**src/rtl/regfile_pkg.sv**
```systemverilog
// rtl/regfile_pkg.sv - shared widths, FSM state type and pattern mixing for the regfile BIST
package regfile_pkg;

   localparam int NUM_REGS = 32;
   localparam int ADDR_W   = 5;
   localparam int DATA_W   = 32;
   localparam int ERR_W    = 8;

   typedef enum logic [2:0] {
      IDLE,
      WRITE,
      READ,
      INV_WRITE,
      INV_READ,
      DONE
   } bist_state_t;

   // Address-dependent term XORed into the seed so every register holds a distinct word.
   function automatic logic [DATA_W-1:0] bist_mix(input logic [ADDR_W-1:0] i);
      return {i[1:0], {6{i}}};
   endfunction

endpackage

```
**src/rtl/regfile_bist_pattern.sv**
```systemverilog
// rtl/regfile_bist_pattern.sv - combinational data pattern for one register index
// check=1 gives the expected read value (register 0 forced to 0 when ZERO_REG), check=0 the write data.
module regfile_bist_pattern
   import regfile_pkg::*;
#(
   parameter logic [DATA_W-1:0] SEED     = 32'hA5A5_5A5A,
   parameter bit                ZERO_REG = 1'b1
) (
   input  logic [ADDR_W-1:0] idx,
   input  logic              invert,
   input  logic              check,
   output logic [DATA_W-1:0] data
);

   logic [DATA_W-1:0] base;

   always_comb begin
      base = SEED ^ bist_mix(idx);
      if (invert) begin
         base = ~base;
      end
      if (check && ZERO_REG && (idx == '0)) begin
         data = '0;
      end else begin
         data = base;
      end
   end

endmodule

```
**src/rtl/regfile_bist.sv**
```systemverilog
// rtl/regfile_bist.sv - write/read-back self-test sequencer for the 32x32 register file
// Optional inverse-polarity second sweep enabled by defining REGFILE_BIST_INV_PASS_EN.
module regfile_bist
   import regfile_pkg::*;
#(
   parameter logic [DATA_W-1:0] SEED     = 32'hA5A5_5A5A,
   parameter bit                ZERO_REG = 1'b1
) (
   input  logic              Clk,
   input  logic              Reset,
   input  logic              Start,
   output logic              Busy,
   output logic              Done,
   output logic              Pass,
   output logic [ADDR_W-1:0] FailAddr,
   output logic [ERR_W-1:0]  ErrCount,
   output logic [DATA_W-1:0] WriteData,
   output logic [ADDR_W-1:0] WriteRegister,
   output logic              RegWrite,
   output logic [ADDR_W-1:0] ReadRegister1,
   output logic [ADDR_W-1:0] ReadRegister2,
   input  logic [DATA_W-1:0] ReadData1,
   input  logic [DATA_W-1:0] ReadData2
);

   localparam logic [ADDR_W-1:0] LAST = ADDR_W'(NUM_REGS - 1);

   bist_state_t       state;
   logic [ADDR_W-1:0] idx;
   logic [ADDR_W-1:0] idx_inc;
   logic [ADDR_W-1:0] wr_idx;
   logic              wr_inv;
   logic [DATA_W-1:0] wr_pattern;
   logic              reading;
   logic              rd_inv;
   logic [DATA_W-1:0] exp1;
   logic [DATA_W-1:0] exp2;
   logic              mis1;
   logic              mis2;
   logic [ERR_W:0]    err_sum;
   logic [ERR_W-1:0]  err_next;
   logic              more_pass;

   // Write data is registered, so it is computed for the index of the coming cycle.
   always_comb begin
      idx_inc   = idx + 1'b1;
      wr_idx    = ((state == WRITE) || (state == INV_WRITE)) ? idx_inc : '0;
      wr_inv    = (state == READ) || (state == INV_WRITE);
      reading   = (state == READ) || (state == INV_READ);
      rd_inv    = (state == INV_READ);
`ifdef REGFILE_BIST_INV_PASS_EN
      more_pass = (state == READ);
`else
      more_pass = 1'b0;
`endif
   end

   regfile_bist_pattern #(.SEED(SEED), .ZERO_REG(ZERO_REG)) u_wr_pat (
      .idx    (wr_idx),
      .invert (wr_inv),
      .check  (1'b0),
      .data   (wr_pattern)
   );

   regfile_bist_pattern #(.SEED(SEED), .ZERO_REG(ZERO_REG)) u_exp1 (
      .idx    (idx),
      .invert (rd_inv),
      .check  (1'b1),
      .data   (exp1)
   );

   regfile_bist_pattern #(.SEED(SEED), .ZERO_REG(ZERO_REG)) u_exp2 (
      .idx    (~idx),
      .invert (rd_inv),
      .check  (1'b1),
      .data   (exp2)
   );

   always_comb begin
      mis1     = reading && (ReadData1 != exp1);
      mis2     = reading && (ReadData2 != exp2);
      err_sum  = {1'b0, ErrCount} + {{ERR_W{1'b0}}, mis1} + {{ERR_W{1'b0}}, mis2};
      err_next = err_sum[ERR_W] ? {ERR_W{1'b1}} : err_sum[ERR_W-1:0];
   end

   always_ff @(posedge Clk) begin
      if (Reset) begin
         state         <= IDLE;
         idx           <= '0;
         Busy          <= 1'b0;
         Done          <= 1'b0;
         Pass          <= 1'b0;
         FailAddr      <= '0;
         ErrCount      <= '0;
         WriteData     <= '0;
         WriteRegister <= '0;
         RegWrite      <= 1'b0;
         ReadRegister1 <= '0;
         ReadRegister2 <= '0;
      end else begin
         case (state)
            IDLE, DONE: begin
               if (Start) begin
                  state         <= WRITE;
                  idx           <= '0;
                  Busy          <= 1'b1;
                  Done          <= 1'b0;
                  Pass          <= 1'b0;
                  FailAddr      <= '0;
                  ErrCount      <= '0;
                  RegWrite      <= 1'b1;
                  WriteRegister <= '0;
                  WriteData     <= wr_pattern;
               end
            end
            WRITE, INV_WRITE: begin
               idx <= idx_inc;
               if (idx == LAST) begin
                  state         <= (state == WRITE) ? READ : INV_READ;
                  RegWrite      <= 1'b0;
                  WriteRegister <= '0;
                  WriteData     <= '0;
                  ReadRegister1 <= '0;
                  ReadRegister2 <= LAST;
               end else begin
                  WriteRegister <= idx_inc;
                  WriteData     <= wr_pattern;
               end
            end
            READ, INV_READ: begin
               idx      <= idx_inc;
               ErrCount <= err_next;
               // A zero count means nothing has failed yet in this run.
               if ((ErrCount == '0) && (mis1 || mis2)) begin
                  FailAddr <= mis1 ? idx : ~idx;
               end
               if (idx == LAST) begin
                  ReadRegister1 <= '0;
                  ReadRegister2 <= '0;
                  if (more_pass) begin
                     state         <= INV_WRITE;
                     RegWrite      <= 1'b1;
                     WriteRegister <= '0;
                     WriteData     <= wr_pattern;
                  end else begin
                     state <= DONE;
                     Busy  <= 1'b0;
                     Done  <= 1'b1;
                     Pass  <= (err_next == '0);
                  end
               end else begin
                  ReadRegister1 <= idx_inc;
                  ReadRegister2 <= ~idx_inc;
               end
            end
            default: begin
               state <= IDLE;
            end
         endcase
      end
   end

endmodule

```
**config.mk**
```make
export PLATFORM = sky130hd
export DESIGN_NAME = regfile_bist
export DESIGN_NICKNAME = d
export VERILOG_FILES = /design/src/rtl/regfile_pkg.sv /design/src/rtl/regfile_bist_pattern.sv /design/src/rtl/regfile_bist.sv
export SDC_FILE = /design/constraint.sdc
export NUM_CORES = 1
export LEC_CHECK = 0
export BUFFER_PORTS_ARGS = -buffer_cell sky130_fd_sc_hd__buf_4
export CAP_MARGIN = 25
export CORE_UTILIZATION = 47
export DETAILED_ROUTE_END_ITERATION = 10
export GPL_TIMING_DRIVEN = 0
export PLACE_DENSITY = 0.78
export SYNTH_ARGS = -nofsm -noshare
export SYNTH_HDL_FRONTEND = slang
export SYNTH_SLANG_ARGS = --single-unit
```
**constraint.sdc**
```tcl
create_clock -name Clk -period 4.3 [get_ports Clk]
set_clock_uncertainty 0.05 [all_clocks]
set_input_delay 0.43 -clock Clk [delete_from_list [all_inputs] [get_ports Clk]]
set_output_delay 0.43 -clock Clk [all_outputs]
set_load 0.005 [all_outputs]
```
---- Word level (Yosys, flattened, before mapping) ----
Cells that the tools add are included.
word-level totals
  register bits after elaboration ......... 72
  input bits .............................. 67
  output and inout bits ................... 64
cells by class
  eq/ne operators ......................... 12
  bitwise logic cells ..................... 8
  add/sub/neg operators ................... 3
  muxes and demuxes ....................... 38
  reductions and logical operators ........ 28
operators by type and width
  operator                                                               count
  32-bit 2-to-1 mux                                                      7
  32-bit inverter                                                        3
  32-bit != test                                                         2
  32-bit one-hot mux with 2 select lines                                 1
  5-bit one-hot mux with 2 select lines                                  5
  16-bit inverter                                                        3
  5-bit 2-to-1 mux                                                       8
  8-bit logical NOT                                                      2
  8-bit 2-to-1 mux                                                       2
  8-bit one-hot mux with 2 select lines                                  1
  3-bit 2-to-1 mux                                                       4
  3-bit AND reduction                                                    4
  5-bit logical NOT                                                      2
  5-bit inverter                                                         2
  8-bit by 1-bit adder with 9-bit output                                 1
  9-bit by 1-bit adder with 9-bit output                                 1
  3-bit one-hot mux with 3 select lines                                  1
  2-bit != test, second input constant                                   4
  1-bit one-hot mux with 2 select lines                                  4
  2-bit AND reduction                                                    4
  2-bit nonzero test                                                     4
  3-bit by 2-bit equality test with 1-bit output, second input constant  2
  3-bit equality test, second input constant                             2
  2-bit OR reduction                                                     3
  8 further kinds                                                        17

---- Logic depth before layout (Yosys ltp) ----
  depth after elaboration ................. 12
  depth in mapped cells ................... 23
  mapped depth without buffers ............ 18

---- Cells and area by module ----
From an unflattened synthesis, not the netlist that was laid out.
second synthesis, totals
  cells, all modules ...................... 591
  area total of the unflattened synthesis .. 5038.6 µm²
modules (own cells, without submodules)
  module                area each (µm²)  cells an instance  times used
  regfile_bist          4126.5           471                1
  regfile_bist_pattern  304.0            40                 3

---- Worst setup path after synthesis ----
OpenSTA, ideal clock, no wires.
  path kind ............................... reg-to-reg
  start point ............................. register idx[3]
  end point ............................... register Pass
  period minus slack after synthesis ...... 4.671 ns
  cell stages (with the launch flop) ...... 19
  slack ................................... -0.371 ns
  library setup time ...................... 0.070 ns
  data arrival time ....................... 4.551 ns
  path through ............................ dfxtp_1 buf_2 buf_1 nand3_1 inv_1 ha_1 clkbuf_1 clkbuf_1 o211a_1 o32ai_1 or4_1 buf_2 and2_1 fa_1 ha_1 or4_1 nor4_1 o21ai_0 a21oi_1
between the ends
  word-level cells in the longest chain between the ends .. 12
  elaborated cells on any way between the ends .. 24
RTL lines
  what                                                                                line                                                    RTL
  start, declared                                                                     regfile_bist.sv:29                                      logic [ADDR_W-1:0] idx;
  start signal, assigned                                                              regfile_bist.sv:117                                     idx <= idx_inc;
  start signal, assigned                                                              regfile_bist.sv:131                                     idx <= idx_inc;
  16-bit inverter (no line) / 5-bit inverter (equally long branches)                  --
  32-bit inverter / 16-bit inverter (equally long branches)                           --
  32-bit 2-to-1 mux / 32-bit inverter (equally long branches)                         regfile_bist_pattern.sv:19, regfile_bist_pattern.sv:20
  32-bit 2-to-1 mux (on tied branches)                                                regfile_bist_pattern.sv:22, regfile_bist_pattern.sv:19
  32-bit != test / 32-bit 2-to-1 mux (equally long branches)                          regfile_bist.sv:80, regfile_bist_pattern.sv:22
  1-bit logical AND / 32-bit != test (equally long branches)                          regfile_bist.sv:80, regfile_bist.sv:81
  8-bit by 1-bit adder with 9-bit output / 1-bit logical AND (equally long branches)  regfile_bist.sv:82, regfile_bist.sv:81
  9-bit by 1-bit adder with 9-bit output                                              regfile_bist.sv:82                                      err_sum = {1'b0, ErrCount} + {{ERR_W{1'b0}}, mis1} + {{ERR_W{1'b0}}, mis2};
  8-bit 2-to-1 mux                                                                    regfile_bist.sv:83                                      err_next = err_sum[ERR_W] ? {ERR_W{1'b1}} : err_sum[ERR_W-1:0];
  8-bit logical NOT                                                                   regfile_bist.sv:149                                     Pass <= (err_next == '0);
  1-bit 2-to-1 mux                                                                    regfile_bist.sv:137                                     if (idx == LAST) begin
  1-bit one-hot mux with 2 select lines                                               regfile_bist.sv:101                                     case (state)
  end signal, assigned                                                                regfile_bist.sv:149
  end, declared                                                                       regfile_bist.sv:14                                      output logic Pass,
Several ways; a longest one is shown, not always the timed one. The select of a mux whose other input is x is not followed.
A chain may end at the register's enable or synchronous reset.

---- Worst setup path after layout ----
  start point ............................. register idx[0]
  end point ............................... register Pass
between the ends
  word-level cells in the longest chain between the ends .. 11
  elaborated cells on any way between the ends .. 22
RTL lines
  what                                                                                line
  32-bit inverter / 5-bit inverter (equally long branches)                            regfile_bist_pattern.sv:20, regfile_bist.sv:73
  32-bit 2-to-1 mux / 32-bit inverter (equally long branches)                         regfile_bist_pattern.sv:19, regfile_bist_pattern.sv:20
  32-bit 2-to-1 mux (on tied branches)                                                regfile_bist_pattern.sv:22, regfile_bist_pattern.sv:19
  32-bit != test / 32-bit 2-to-1 mux (equally long branches)                          regfile_bist.sv:80, regfile_bist_pattern.sv:22
  1-bit logical AND / 32-bit != test (equally long branches)                          regfile_bist.sv:80, regfile_bist.sv:81
  8-bit by 1-bit adder with 9-bit output / 1-bit logical AND (equally long branches)  regfile_bist.sv:82, regfile_bist.sv:81
  9-bit by 1-bit adder with 9-bit output                                              regfile_bist.sv:82
  8-bit 2-to-1 mux                                                                    regfile_bist.sv:83
  8-bit logical NOT                                                                   regfile_bist.sv:149
  1-bit 2-to-1 mux                                                                    regfile_bist.sv:137
  1-bit one-hot mux with 2 select lines                                               regfile_bist.sv:101
Several ways; a longest one is shown, not always the timed one. The select of a mux whose other input is x is not followed.

==> qor.yml <==
synth_warnings: 0
p_leak_nw: 2.36
setup_ws_ps: 106
portBuffers: 128
p_switching_mw: 0.280
max_stage_delay_ps: 500
clock_power_share_pct: 28.7
synth_ff_type: "dfxtp_1"
die_area_um2: 8830
antennaDiodeCount: 0
syn2layout_area_growth_pct: 39.5
tightest_slew_ps: 846
final_max_slew_viol_count: 0
seq_area_frac_synth_pct: 24.2
dp_cells: 775
grt_max_degree: 20
final_util_pct: 67.5
multi_input_area_um2: 2740
drc_errors: 0
io-pin-count: 131
cp.arrival_ps: 4390
status: "complete, no violations"
clkLatencyLatePin_ps: 310
drt-pass1-iter-count: 5
timing.fmax_ghz: 0.238
dr.max_layer_used: "met4"
whs_ps: 409
drive_gt1_share_pct: 33.6
path_clk_slew_ps: 90
numCtsBuffers: 5
finalCriticalPeriod_ps: 4190
worst-setup-path-type: "flip-flop to flip-flop"
syn_avg_cell_area_um2: 7.35
final-setup-viol-count: 0
grt_pass1_vias: 4186
drt-total-wl_um: 12400
cts_buffer_depth: 2
die_y_um: 94.0
synth-edff-count: 0
rr_worst_depth: 17
start_util_pct: 48.4
regArea_um2: 970
drtIter0Drc: 341
antenna_left: 0
wl_met3_um: 866
final_cell_mix: "buf_4, nor2_1, dfxtp_1"
p_int_mw: 0.721
netlist_instances: 541
crit_path_max_fanout: 11
cp_top_family: "simple AND/OR/NAND/NOR gates"
synthArstFlopShare_pct: 0
grtUsageTotal_pct: 27.3
final_net_count: 763
wl_per_cell_um: 15.6
die_x_um: 94.0
cp.depth: 17
required_ps: 4490
setup_tns_ps: 0
core_area_um2: 8220
wl_met2_um: 6220
synth_cell_type_count: 64
final_common_cell: "buf_4"
dpl_cell_area_um2: 5190
final_area_um2: 5550
hold_violations: 0
worst-path-buf-inv: 4
instances_no_fill: 795
min_path_cells: 2
fill_cells: 713
dpl.hpwl_um: 8950
period_share_pct: 97.5
cts_sinks: 48
slowest_stage: "or4_1"
crit_path_frequent_cell: "ha_4"
powerDensity_nw_per_um2: 180
endpoint_kind: "flip-flop"
post-place-ws_ps: -548
cts_tree: "done"
routed-via-count: 4677
root_buffer: "clkbuf_8"
hp-class: "flip-flop to flip-flop"
startpoint_type: "flip-flop"
grt_pass1_wl_um: 19200
synth_nets: 615
comb_power_share_pct: 25.2
antenna_found_initial: 0
vias_per_cell: 5.88
synth_area_um2: 3980
m1WireLength_um: 5100
grt_overflow_total: 0
power_mw: 1.00
cts_max_level: 2
path_cells: "clkbuf_8, inv_6, ha_4, nor4b_1, buf_2, or4_1, a2bb2oi_1, o2111ai_1, or3_4, buf_6, and2_4, fa_2, ha_4, or4_4, nor4_2, o21ai_1, a21oi_1"
relSlewSlack_pct: 43.1
num_rows: 33
switching_share_pct: 28.0
drv_cap: 0
seq_power_share_pct: 46.1
place_congestion: 0.892
ys_ff_latch: 48
ir_drop_mv: 0.124
[kinds of logic after synthesis]
group                    count (synthesis)  synth area share [%]
AND/OR/NAND/NOR                        253                  35.2
AO/OA/AOI/OAI                          132                  22.0
buffers and inverters                   77                  10.8
flip-flops                              48                  24.2
XOR/XNOR                                19                  4.19
adder cells (fa/ha/maj)                  7                  2.39
multiplexers                             5                  1.29
[what timing repair did]
item / CTS / global route
resized for setup: 31 / 23
pin swaps: 11 / 11
hold buffers: 0 / 0
setup buffers: 11 / 5
endpoints found under the setup margin: 9 / 9
[synth_stat cells, drive strengths merged (4+ instances only)]
cell type / number / area (um2)
a211oi: 6 / 50.1
a21oi: 34 / 170
a22oi: 13 / 97.6
a31oi: 7 / 43.8
and3: 16 / 100
buf: 42 / 297
clkbuf: 26 / 97.6
dfxtp: 48 / 961
ha: 6 / 75.1
inv: 9 / 33.8
mux2i: 4 / 40.0
nand2: 30 / 113
nand2b: 17 / 106
nand3: 18 / 90.1
nand3b: 8 / 60.1
nand4: 10 / 62.6
nor2: 55 / 206
nor2b: 16 / 100
nor3: 26 / 130
nor3b: 6 / 56.3
nor4: 11 / 68.8
o211ai: 6 / 45.0
o21ai: 28 / 140
o32ai: 4 / 35.0
o41ai: 5 / 43.8
or3: 14 / 87.6
or4: 6 / 45.0
xnor2: 13 / 114
xor2: 6 / 52.6
[registers in the layout (all words and copies together) (netlist names)]
register       flops
Busy               1
ReadRegister2      5
state              3
WriteData          8
RegWrite           1
ReadRegister1      5
Done               1
ErrCount           8
Pass               1
WriteRegister      5
idx                5
FailAddr           5
[layer usage]
metal / vias to the layer above / global-route usage [%]
li1: 2261 / -
met1: 2189 / 34.3
met2: 208 / 48.1
met3: 19 / 3.24
met4: 0 / 8.72
met5: - / 0
[worst register-to-register path: cells and delay by family, from the launching register on]
| kind | cells | cell delay [ps] |
|---|---|---|
| AO/OA/AOI/OAI | 4 | 560 |
| flip-flops | 1 | 370 |
| buffers and inverters | 4 | 530 |
| adder cells (fa/ha/maj) | 3 | 790 |
| AND/OR/NAND/NOR | 6 | 1830 |
[power by group through the flow]
stage | sequential [mW] | combinational (mW) | clock (mW)
after floorplan | 0.471 | 0.117 | 0
after global placement | 0.472 | 0.224 | 0
after detailed placement | 0.472 | 0.232 | 0
after CTS | 0.461 | 0.246 | 0.291
after global routing | 0.463 | 0.274 | 0.309
final | 0.461 | 0.253 | 0.287
[path summary, 6_finish.rpt]
kind | end | slack [ps] | start
setup / recovery | Pass | 110 | idx[0]
hold / removal | WriteData[12] | 410 | WriteData[12]
setup reg to reg | Pass | 110 | idx[0]
hold reg to reg | WriteData[12] | 410 | WriteData[12]
[final cells by class]
type,count,share of cell area (%)
Buffer,64,8.55
Clock buffer,6,1.49
Clock inverter,2,0.271
Inverter,9,0.834
Multi-Input combinational cell,416,49.4
Sequential cell,48,17.5
Tap cell,105,2.37
Timing Repair Buffer,145,19.6
Note: power is estimated with default switching activity, not from simulation.
